[src/rtl/shift_counter_pkg.sv]
//------------------------------------------------------------------------------
// Module  : shift_counter_pkg
// Brief   : Mode/direction encodings and home-state helper for shift_counter_gen.
// Revision: 1.0 - initial release
//------------------------------------------------------------------------------
`default_nettype none

package shift_counter_pkg;

  localparam logic c_MODE_JOHNSON = 1'b0;
  localparam logic c_MODE_RING    = 1'b1;
  localparam logic c_DIR_LEFT     = 1'b0;
  localparam logic c_DIR_RIGHT    = 1'b1;

  localparam int   c_MAX_W        = 64;

  // Johnson rests at all-zeros, ring at a single one in bit 0.
  function automatic logic [c_MAX_W-1:0] home_state(input logic mode, input int width);
    logic [c_MAX_W-1:0] r;
    r = '0;
    if (mode == c_MODE_RING && width > 0) r[0] = 1'b1;
    return r;
  endfunction

endpackage

`default_nettype wire

[src/rtl/shift_counter_legal.sv]
//------------------------------------------------------------------------------
// Module  : shift_counter_legal
// Brief   : Combinational legality check of a Johnson or one-hot ring code.
// Revision: 1.0 - initial release
//------------------------------------------------------------------------------
`default_nettype none

module shift_counter_legal
  import shift_counter_pkg::*;
#(
  parameter int WIDTH = 6
) (
  input  logic [WIDTH-1:0] q,
  input  logic             mode,
  output logic             valid
);

  localparam int c_CW = $clog2(WIDTH + 1);

  logic [c_CW-1:0] w_edges;
  logic [c_CW-1:0] w_ones;

  // Johnson codes have at most one 0/1 boundary; ring codes exactly one set bit.
  always_comb begin
    w_edges = '0;
    w_ones  = '0;
    for (int i = 0; i < WIDTH - 1; i++)
      w_edges = w_edges + {{(c_CW-1){1'b0}}, q[i] ^ q[i+1]};
    for (int i = 0; i < WIDTH; i++)
      w_ones = w_ones + {{(c_CW-1){1'b0}}, q[i]};
  end

  assign valid = (mode == c_MODE_RING) ? (w_ones == c_CW'(1)) : (w_edges <= c_CW'(1));

endmodule

`default_nettype wire

[src/rtl/shift_counter_gen.sv]
//------------------------------------------------------------------------------
// Module  : shift_counter_gen
// Brief   : Johnson / one-hot ring shift counter with load, direction, wrap pulse
//           and legality flag. Optional macro SHIFT_COUNTER_SELF_CORRECT_EN makes
//           an enabled step from an illegal code jump to the home state.
// Revision: 1.0 - initial release
//------------------------------------------------------------------------------
`default_nettype none

module shift_counter_gen
  import shift_counter_pkg::*;
#(
  parameter int WIDTH = 6
) (
  input  logic             clk,
  input  logic             clear_n,
  input  logic             en,
  input  logic             mode,
  input  logic             dir,
  input  logic             load,
  input  logic [WIDTH-1:0] load_val,
  output logic [WIDTH-1:0] q,
  output logic             wrap,
  output logic             valid
);

  logic [WIDTH-1:0] r_q;
  logic             r_wrap;
  logic             r_mode_q;

  logic [WIDTH-1:0] w_home;
  logic [WIDTH-1:0] w_next;
  logic             w_valid;
  logic             w_fb;

  assign w_home = WIDTH'(home_state(mode, WIDTH));

  // Feedback bit is the outgoing end bit, inverted for the Johnson twist.
  always_comb begin
    w_fb   = (dir == c_DIR_LEFT) ? r_q[WIDTH-1] : r_q[0];
    w_fb   = (mode == c_MODE_RING) ? w_fb : ~w_fb;
    w_next = (dir == c_DIR_LEFT) ? {r_q[WIDTH-2:0], w_fb} : {w_fb, r_q[WIDTH-1:1]};
  end

  shift_counter_legal #(
    .WIDTH (WIDTH)
  ) u_legal (
    .q     (r_q),
    .mode  (mode),
    .valid (w_valid)
  );

  always_ff @(posedge clk) begin
    if (!clear_n) begin
      r_q      <= w_home;
      r_wrap   <= 1'b0;
      r_mode_q <= mode;
    end else if (load) begin
      r_q      <= load_val;
      r_wrap   <= 1'b0;
      r_mode_q <= mode;
    end else if (mode != r_mode_q) begin
      r_q      <= w_home;
      r_wrap   <= 1'b0;
      r_mode_q <= mode;
    end else if (en) begin
`ifdef SHIFT_COUNTER_SELF_CORRECT_EN
      if (!w_valid) begin
        r_q    <= w_home;
        r_wrap <= 1'b1;
      end else begin
        r_q    <= w_next;
        r_wrap <= (w_next == w_home);
      end
`else
      r_q    <= w_next;
      r_wrap <= (w_next == w_home);
`endif
    end else begin
      r_wrap <= 1'b0;
    end
  end

  assign q     = r_q;
  assign wrap  = r_wrap;
  assign valid = w_valid;

endmodule

`default_nettype wire
[config.mk]
export PLATFORM = sky130hd
export DESIGN_NAME = shift_counter_gen
export DESIGN_NICKNAME = d
export VERILOG_FILES = /design/src/rtl/shift_counter_pkg.sv /design/src/rtl/shift_counter_legal.sv /design/src/rtl/shift_counter_gen.sv
export SDC_FILE = /design/constraint.sdc
export NUM_CORES = 1
export LEC_CHECK = 0
export ABC_AREA = 1
export CAP_MARGIN = 10
export CORE_MARGIN = 3
export CORE_UTILIZATION = 47
export DETAILED_ROUTE_END_ITERATION = 6
export PLACE_DENSITY_LB_ADDON = 0.2
export SYNTH_ARGS = -nofsm -noshare
export SYNTH_HDL_FRONTEND = slang
export SYNTH_HIERARCHICAL = 1
export SYNTH_SLANG_ARGS = --single-unit
[constraint.sdc]
create_clock -name clk -period 3.9 [get_ports clk]
set_input_delay 0.585 -clock clk [delete_from_list [all_inputs] [get_ports clk]]
set_output_delay 0.585 -clock clk [all_outputs]
set_load 0.02 [all_outputs]
==> Word-level counts from Yosys, hierarchy flattened <==
Index checks and enable logic that the tools add are counted.
{ "classes": {"n_addsub": 9, "order_cmp": 1, "n_eq_ne": 5, "mux": 12, "bitwise": 8, "n_reduce_logical": 2} }
{ "ops": {"columns": ["operator", "count"], "rows": [
  ["two-way mux 6 bit", 4],
  ["adder 3 x 1 -> 3 bit", 7],
  ["two-way mux 1 bit", 8],
  ["== test 6 x 1 -> 1 bit", 1],
  ["bitwise XOR 1 bit", 5],
  ["adder 1 x 1 -> 2 bit", 2],
  ["inequality test 4 x 1 -> 1 bit, second input constant", 1],
  ["OR reduction 4 bit", 1],
  ["== test 3 x 1 -> 1 bit, second input constant", 1],
  ["less-or-equal comparator 3 x 1 -> 1 bit, second input constant", 1],
  ["inequality test 3 x 1 -> 1 bit, second input constant", 1],
  ["NOT 1 bit", 3],
  ["nonzero test 3 bit", 1],
  ["inequality test 1 bit", 1]
]} }
{ "word_totals": {"ff_bits": 8, "input_bits": 12, "output_inout_bits": 8, "elab_cells": 41} }

==> Longest topological paths before layout <==
Gate-level depths: netlist (run 1).
{ "depth": {"ltp_word": 8, "depth_mapped": 11, "depth_no_buf": 11} }

==> Cells and area by module <==
Netlist (run 1), hierarchy kept.
{ "by_module_without_submodules": {"columns": ["module", "n_inst", "cells_per_inst", "area_per_inst_um2", "seq_area_each_um2"], "rows": [
  ["shift_counter_gen", 1, 81, 526.8, 180.2],
  ["shift_counter_legal", 1, 31, 252.7, 0.0]
]} }

==> Worst setup path after synthesis (run 1) <==
No wires, ideal clock.
{ "synth_timing": {"path_kind": "register to output", "startpoint": "reg r_q[0] (netlist: q[0])", "endpoint": "out valid", "arrival_ps": 2653, "required_ps": 3315, "setup_slack_ps": 662, "stages_incl_launch_ff": 11, "path_buffers": 0, "path_cell_list": "edfxtp_1 ha_1 ha_1 inv_1 fa_1 inv_1 ha_1 fa_1 nor2_1 nand2_1 nand2_1"} }
{ "synth_between": {"elab_chain_cells": 7, "word_cells_on_any_way": 13} }
{ "synth_lines": {"columns": ["element", "line", "text"], "rows": [
  ["start, declared", "shift_counter_gen.sv:27", "logic [WIDTH-1:0] r_q;"],
  ["start signal, assigned", "shift_counter_gen.sv:55", "r_q <= w_home;"],
  ["start signal, assigned", "shift_counter_gen.sv:59", "r_q <= load_val;"],
  ["start signal, assigned", "shift_counter_gen.sv:63", "r_q <= w_home;"],
  ["adder 1 x 1 -> 2 bit / bitwise XOR 1 bit (equally long branches)", "shift_counter_legal.sv:30, shift_counter_legal.sv:28", null],
  ["adder 3 x 1 -> 3 bit / adder 1 x 1 -> 2 bit (equally long branches)", "shift_counter_legal.sv:30, shift_counter_legal.sv:28", null],
  ["adder 3 x 1 -> 3 bit, on equally long branches (3 in series)", "shift_counter_legal.sv:30, shift_counter_legal.sv:28", null],
  ["== test 3 x 1 -> 1 bit / less-or-equal comparator 3 x 1 -> 1 bit (equally long branches)", "shift_counter_legal.sv:33", "assign valid = (mode == c_MODE_RING) ? (w_ones == c_CW'(1)) : (w_edges <= c_CW'(1));"],
  ["two-way mux 1 bit *", "shift_counter_legal.sv:33", null],
  ["end, declared", "shift_counter_gen.sv:24", "output logic valid"]
]} }
Every way passes the cells marked *; elsewhere a longest branch is shown, timed or not.

==> Final worst setup path (run 1) <==
Same ends and word-level chain as after synthesis.

==> results of run 1 <==
-- per-stage QoR --
| stage | cells | setup slack, ns | hold WS [ns] |
|---|---|---|---|
| final | 152 | 0.216 | 0.667 |
| after global routing | 152 | 0.0491 | 0.683 |
| after floorplan | 112 | 0.662 | 0.640 |
| after global placement | 146 | 0.252 | 0.641 |
| after CTS | 152 | 0.184 | 0.662 |
| after detailed placement | 146 | 0.170 | 0.650 |
-- routing by layer --
metal  vias up  track usage (%)  share of wire (%)
met4         0             8.84                1.9
met5         -                0                  0
met3         5             3.91                8.2
li1        397                -                  -
met1       357             23.4                 46
met2        36             27.7                 44
-- cell families (layout without fill, tap and decap cells) --
family                   after synthesis  in the layout  synth area share [%]
buffers and inverters                 21             45                  11.7
XOR/XNOR                               5              5                  5.62
AND/OR/NAND/NOR                       50             50                  27.1
AO/OA/AOI/OAI                         19             19                  13.2
flip-flops                             8              8                  23.1
adder cells (fa/ha/maj)                9              9                  19.3
-- layout make-up --
class | instances | area, µm²
Fill cell | 138 | 520
Multi-Input combinational cell | 83 | 508
Timing Repair Buffer | 23 | 219
Sequential cell | 8 | 180
Inverter | 18 | 67.6
Clock buffer | 4 | 26.3
Tap cell | 16 | 20.0
-- Yosys cell counts (all sizes together) (2+ instances only) --
master  instances
fa              5
dfxtp           6
inv            18
xnor2           2
ha              4
a21oi           7
o21ai           9
edfxtp          2
buf             3
nor2            8
nand3           8
nand2          32
xor2            3
-- state kept, by name (all words and copies together) (netlist names) --
name,cells
q,6
r_mode_q,1
wrap,1
-- critical path, cell delays in order (launching register included) --
cell	delay, ns
edfxtp_1	0.43
buf_4	0.17
fa_1	0.52
inv_1	0.05
fa_1	0.47
inv_1	0.04
ha_1	0.16
inv_1	0.06
fa_1	0.40
nand2_1	0.07
inv_1	0.04
nand2_1	0.06
nand2_1	0.05
dlygate4sd2_1	0.31
-- power breakdown --
group / switching [W] / internal (W)
registers: 0.00000838 / 0.0000918
logic: 0.0000855 / 0.0000689
clock network: 0.0000349 / 0.0000395
-- how the worst max path moves through the flow --
stage | from | end | slack [ns] | depth (start not counted)
2_1_floorplan | q[0] | valid | 0.66 | 10
4_1_cts | q[0] | valid | 0.18 | 13
6_report | q[0] | valid | 0.22 | 13
5_1_grt | q[0] | valid | 0.05 | 13
3_5_place_dp | q[0] | valid | 0.17 | 11
3_3_place_gp | q[0] | valid | 0.25 | 11
-- what timing repair did --
item                       in CTS  in global routing
hold endpoints to repair        0                  0
resized for setup               1                  0
setup endpoints to repair       1                  0
setup buffers                   2                  0
==> flow_summary_export.csv, run 1 <==
group,metric,value,unit
floorplanning,fp.coreArea,1540,µm²
floorplanning,rows,14,
global_routing,gr-total-overflow,0,
final_layout,utilization,66.2,%
global_routing,grt_pass1_wl,2750,µm
routing,antenna_left,0,
logic_synthesis,async_reset_ff_share,0,%
clock_tree,cts.sinks,8,
logic_synthesis,synth_edf_count,2,
critical_path,reg2reg_from,"q[0]",
critical_path,reg2reg_to,"q[0]",
floorplanning,ios,20,
logic_synthesis,syn_area,779,µm²
hold_path,hold_depth,2,
critical_path,end_kind,"output pin",
final_layout,antenna_cells,0,
hold_path,hold_path.class,"register to register",
critical_path,r2r_slack,2.53,ns
floorplanning,die_y,46.7,µm
logic_synthesis,yosysTopAreaCellShare,15.4,%
routing,drt_iter0_markers,17,
timing,setup_viol,0,
hold_path,worstHoldStart,"q[5]",
logic_synthesis,yosysSeqAreaShare,23.1,%
timing,finalHoldViolCount,0,
routing,drtPass1Iterations,4,
clock_tree,clockBufferDepth,2,
power,powerDensity,322,nW/µm²
global_routing,grt_use_total,17.9,%
floorplanning,die_area,2180,µm²
logic_synthesis,ys_top_cells_by_area,"dfxtp_1 15%, nand2_1 14%, fa_1 13%",
routing,wl_per_cell,11.2,µm
final_layout,final_common_cell,"nand2_1",
final_layout,syn2layout_area_growth,31.0,%
routing,num_vias,795,
timing,slew_violations,0,
timing,fmax,271,MHz
power,p_leak,0.488,nW
logic_synthesis,synth_nets,133,
final_layout,nets,158,
place,place_area,981,µm²
power,power.total,0.000329,W
place,dp_hpwl,1330,µm
run_status,status,"complete, no violations",
clock_tree,clock_latency,0.28,ns
final_layout,drive_gt1_share,10.3,%
timing,tns,0,ns
logic_synthesis,syn_area_per_cell,6.96,µm²
routing,via_per_inst,5.23,
clock_tree,clk_pin_slew,0.07,ns
flow_run,cap_viol_max_count,0,
critical_path,critPathMaxFanout,4,
clock_tree,numCtsBuffers,3,
logic_synthesis,ys_types,23,
timing,worstMarginPinSlew,0.347,ns
place,numPortBuffers,19,
critical_path,worstSetupPathType,"register to output pin",
clock_tree,postCtsHoldBufs,0,
timing,slew_headroom,76.8,%
hold_path,hold_end,"q[5]",
global_routing,grt_max_degree,11,
power,peakVddDrop,0.211,mV
critical_path,worstPathArrival,3.10,ns
final_layout,final_cell_mix,"30 x nand2_1, 18 x clkdlybuf4s50_1, 16 x inv_1, 9 x o21ai_0, 8 x nand3_1",
place,routabilityCongestion,0.901,
global_routing,grt_pass1_vias,656,
clock_tree,cts.root.buffer_cell,"clkbuf_4",
critical_path,cp-start-kind,"register",
final_layout,fin_area,1020,µm²
routing,drc,0,
logic_synthesis,yosysTopAreaCell,"dfxtp_1",
routing,drt-total-wl,1710,µm
logic_synthesis,synth_ff_type,"dfxtp_1",
floorplanning,initial_core_util,50.6,%
floorplanning,dieWidth,46.7,µm
timing,clock_skew,0.0153,ns
global_routing,antenna_found_initial,0,
timing,rsz0062_at_grt,"false",
logic_synthesis,ys_warn_count,6,
critical_path,worst_r2r_path_depth,8,
critical_path,worstPathRequired,3.31,ns
clock_tree,cts_tree,"done",
clock_tree,h-tree-depth,1,
timing,period_minus_slack,3.68,ns
timing,period_share,94.5,%
logic_synthesis,ys_seq_elements,8,
logic_synthesis,synthCells,112,
Power figures use the tool's default switching activity.
==> run 2: changes to the inputs <==
--- a/config.mk
+++ b/config.mk
@@ -5,10 +5,9 @@
 export SDC_FILE = /design/constraint.sdc
 export NUM_CORES = 1
 export LEC_CHECK = 0
-export ABC_AREA = 1
 export CAP_MARGIN = 10
 export CORE_MARGIN = 3
-export CORE_UTILIZATION = 47
+export CORE_UTILIZATION = 48
 export DETAILED_ROUTE_END_ITERATION = 6
 export PLACE_DENSITY_LB_ADDON = 0.2
 export SYNTH_ARGS = -nofsm -noshare
==> run 2 against run 1 <==
Net effect:
- die area grew 0.24%
- highest routed layer unchanged
- sequential cell count is the same
- first-iteration DRC count shrank 59%
==> flow_summary_export.csv, run 2 <==
group,metric,value,unit
run_status,status,"complete, no violations",
timing,slew_violations,0,
logic_synthesis,yosysTopAreaCellShare,15.0,%
place,dp_hpwl,1320,µm
timing,period_minus_slack,3.67,ns
critical_path,worstPathArrival,3.08,ns
critical_path,critPathMaxFanout,2,
logic_synthesis,async_reset_ff_share,0,%
logic_synthesis,yosys.cell_count.top_type,"inv_1",
logic_synthesis,synth_edf_count,2,
timing,slew_headroom,66.7,%
clock_tree,cts.root.buffer_cell,"clkbuf_4",
timing,worstMarginPinSlew,0.498,ns
routing,num_vias,684,
clock_tree,clock_latency,0.26,ns
logic_synthesis,yosysSeqAreaShare,22.6,%
floorplanning,initial_core_util,51.8,%
routing,drt_iter0_markers,7,
final_layout,nets,126,
logic_synthesis,yosys-top-cells-count,"11 x inv_1, 6 x dfxtp_1, 5 x a211oi_1, 5 x fa_1, 5 x nand2_1",
critical_path,end_kind,"output pin",
routing,drtPass1Iterations,4,
power,powerDensity,306,nW/µm²
timing,finalHoldViolCount,0,
global_routing,grt_max_degree,16,
timing,period_share,94.0,%
timing,clock_skew,0.0153,ns
critical_path,worstPathRequired,3.31,ns
floorplanning,ios,20,
flow_run,cap_viol_max_count,0,
floorplanning,die_area,2190,µm²
final_layout,final_cell_mix,"18 x clkdlybuf4s50_1, 11 x inv_1, 6 x dfxtp_1",
final_layout,syn2layout_area_growth,29.8,%
timing,setup_viol,0,
timing,tns,0,ns
power,power.total,0.000318,W
routing,drt-total-wl,1720,µm
global_routing,grt_pass1_wl,2790,µm
logic_synthesis,synth_nets,102,
timing,fmax,273,MHz
routing,via_per_inst,5.70,
final_layout,largest_reg_flops,6,
clock_tree,cts.sinks,8,
critical_path,worstSetupPathType,"register to output pin",
final_layout,final_common_cell,"clkdlybuf4s50_1",
floorplanning,dieWidth,46.8,µm
timing,rsz0062_at_grt,"false",
power,p_leak,0.426,nW
final_layout,drive_gt1_share,9.62,%
place,numPortBuffers,19,
routing,antenna_left,0,
place,routabilityCongestion,0.825,
logic_synthesis,synth_ff_type,"dfxtp_1",
power,peakVddDrop,0.198,mV
routing,drc,0,
clock_tree,h-tree-depth,1,
global_routing,grt_pass1_vias,668,
clock_tree,clk_pin_slew,0.06,ns
floorplanning,fp.coreArea,1540,µm²
hold_path,hold_path.class,"register to register",
floorplanning,rows,14,
clock_tree,numCtsBuffers,3,
clock_tree,clockBufferDepth,2,
logic_synthesis,ys_types,35,
routing,wl_per_cell,14.3,µm
place,place_area,1010,µm²
global_routing,antenna_found_initial,0,
logic_synthesis,synthCells,81,
logic_synthesis,ys_seq_elements,8,
critical_path,cp-start-kind,"register",
final_layout,fin_area,1040,µm²
logic_synthesis,ys_top_cells_by_area,"dfxtp_1 15%, fa_1 13%, edfxtp_1 7.5%",
global_routing,gr-total-overflow,0,
final_layout,antenna_cells,0,
logic_synthesis,ys_warn_count,6,
clock_tree,cts_tree,"done",
logic_synthesis,syn_area_per_cell,9.86,µm²
logic_synthesis,yosysTopAreaCell,"dfxtp_1",
global_routing,grt_use_total,18.2,%
logic_synthesis,syn_area,798,µm²
timing,timing.hold.ws,0.696,ns
floorplanning,die_y,46.8,µm
[run 2: power breakdown]
group / internal, W / switching [W]
sequential: 0.0000919 / 0.00000912
combinational: 0.0000712 / 0.0000780
clock: 0.0000391 / 0.0000282
total: 0.000202 / 0.000115
[run 2: routing by layer]
metal  GRT usage (%)  part of all wire (%)  vias to the layer above
met1            22.5                    45                      325
met2            32.0                    50                       19
met4            4.97                  0.70                        0
li1                -                     -                      338
met3            3.45                   4.1                        2
met5               0                     0                        -
[run 2: worst max-delay path, cell delays in order (launching register included)]
cell	delay, ns
edfxtp_1	0.39
ha_1	0.31
ha_1	0.29
inv_1	0.06
fa_1	0.52
inv_1	0.04
ha_1	0.20
fa_1	0.43
o31ai_1	0.22
dlygate4sd2_1	0.36
[run 2: cell families after synthesis]
logic type	Yosys count	share of synthesized area, %
AOI/OAI and AO/OA	18	19.9
xor gates and xnor gates	8	11.1
adders and majority gates	9	18.8
buffers and inverters	15	8.62
DFF	8	22.6
muxes	4	5.02
and+or+nand+nor	19	14.0
[run 2: final timing paths]
kind | cells after the start | endpoint | startpoint | slack, ns
worst max-delay path | 9 | valid | q[0] | 0.23
worst max register to register | 3 | q[3] | r_mode_q | 2.42
worst min-delay path | 3 | wrap | q[2] | 0.70
worst min register to register | 3 | wrap | q[2] | 0.70
[run 2: final cells by class]
class / instances / area [µm²]
Fill cell: 141 / 505
Timing Repair Buffer: 23 / 219
Clock buffer: 4 / 26.3
Inverter: 11 / 41.3
Tap cell: 16 / 20.0
Multi-Input combinational cell: 58 / 549
Sequential cell: 8 / 180
[run 2: what timing repair did]
item,in CTS,in global routing
hold endpoints to repair,0,0
hold buffers,0,0
buffers inserted,0,0
gates resized for setup,1,0
endpoints found under the setup margin,1,0
[run 2: through the flow]
step	worst slack, ns	util, %	cells
2_1_floorplan	0.334	-	81
3_5_place_dp	0.216	65.6	116
6_report	0.235	67.2	120
4_1_cts	0.221	67.2	120
5_1_grt	0.0547	67.2	120
3_3_place_gp	0.232	65.6	116
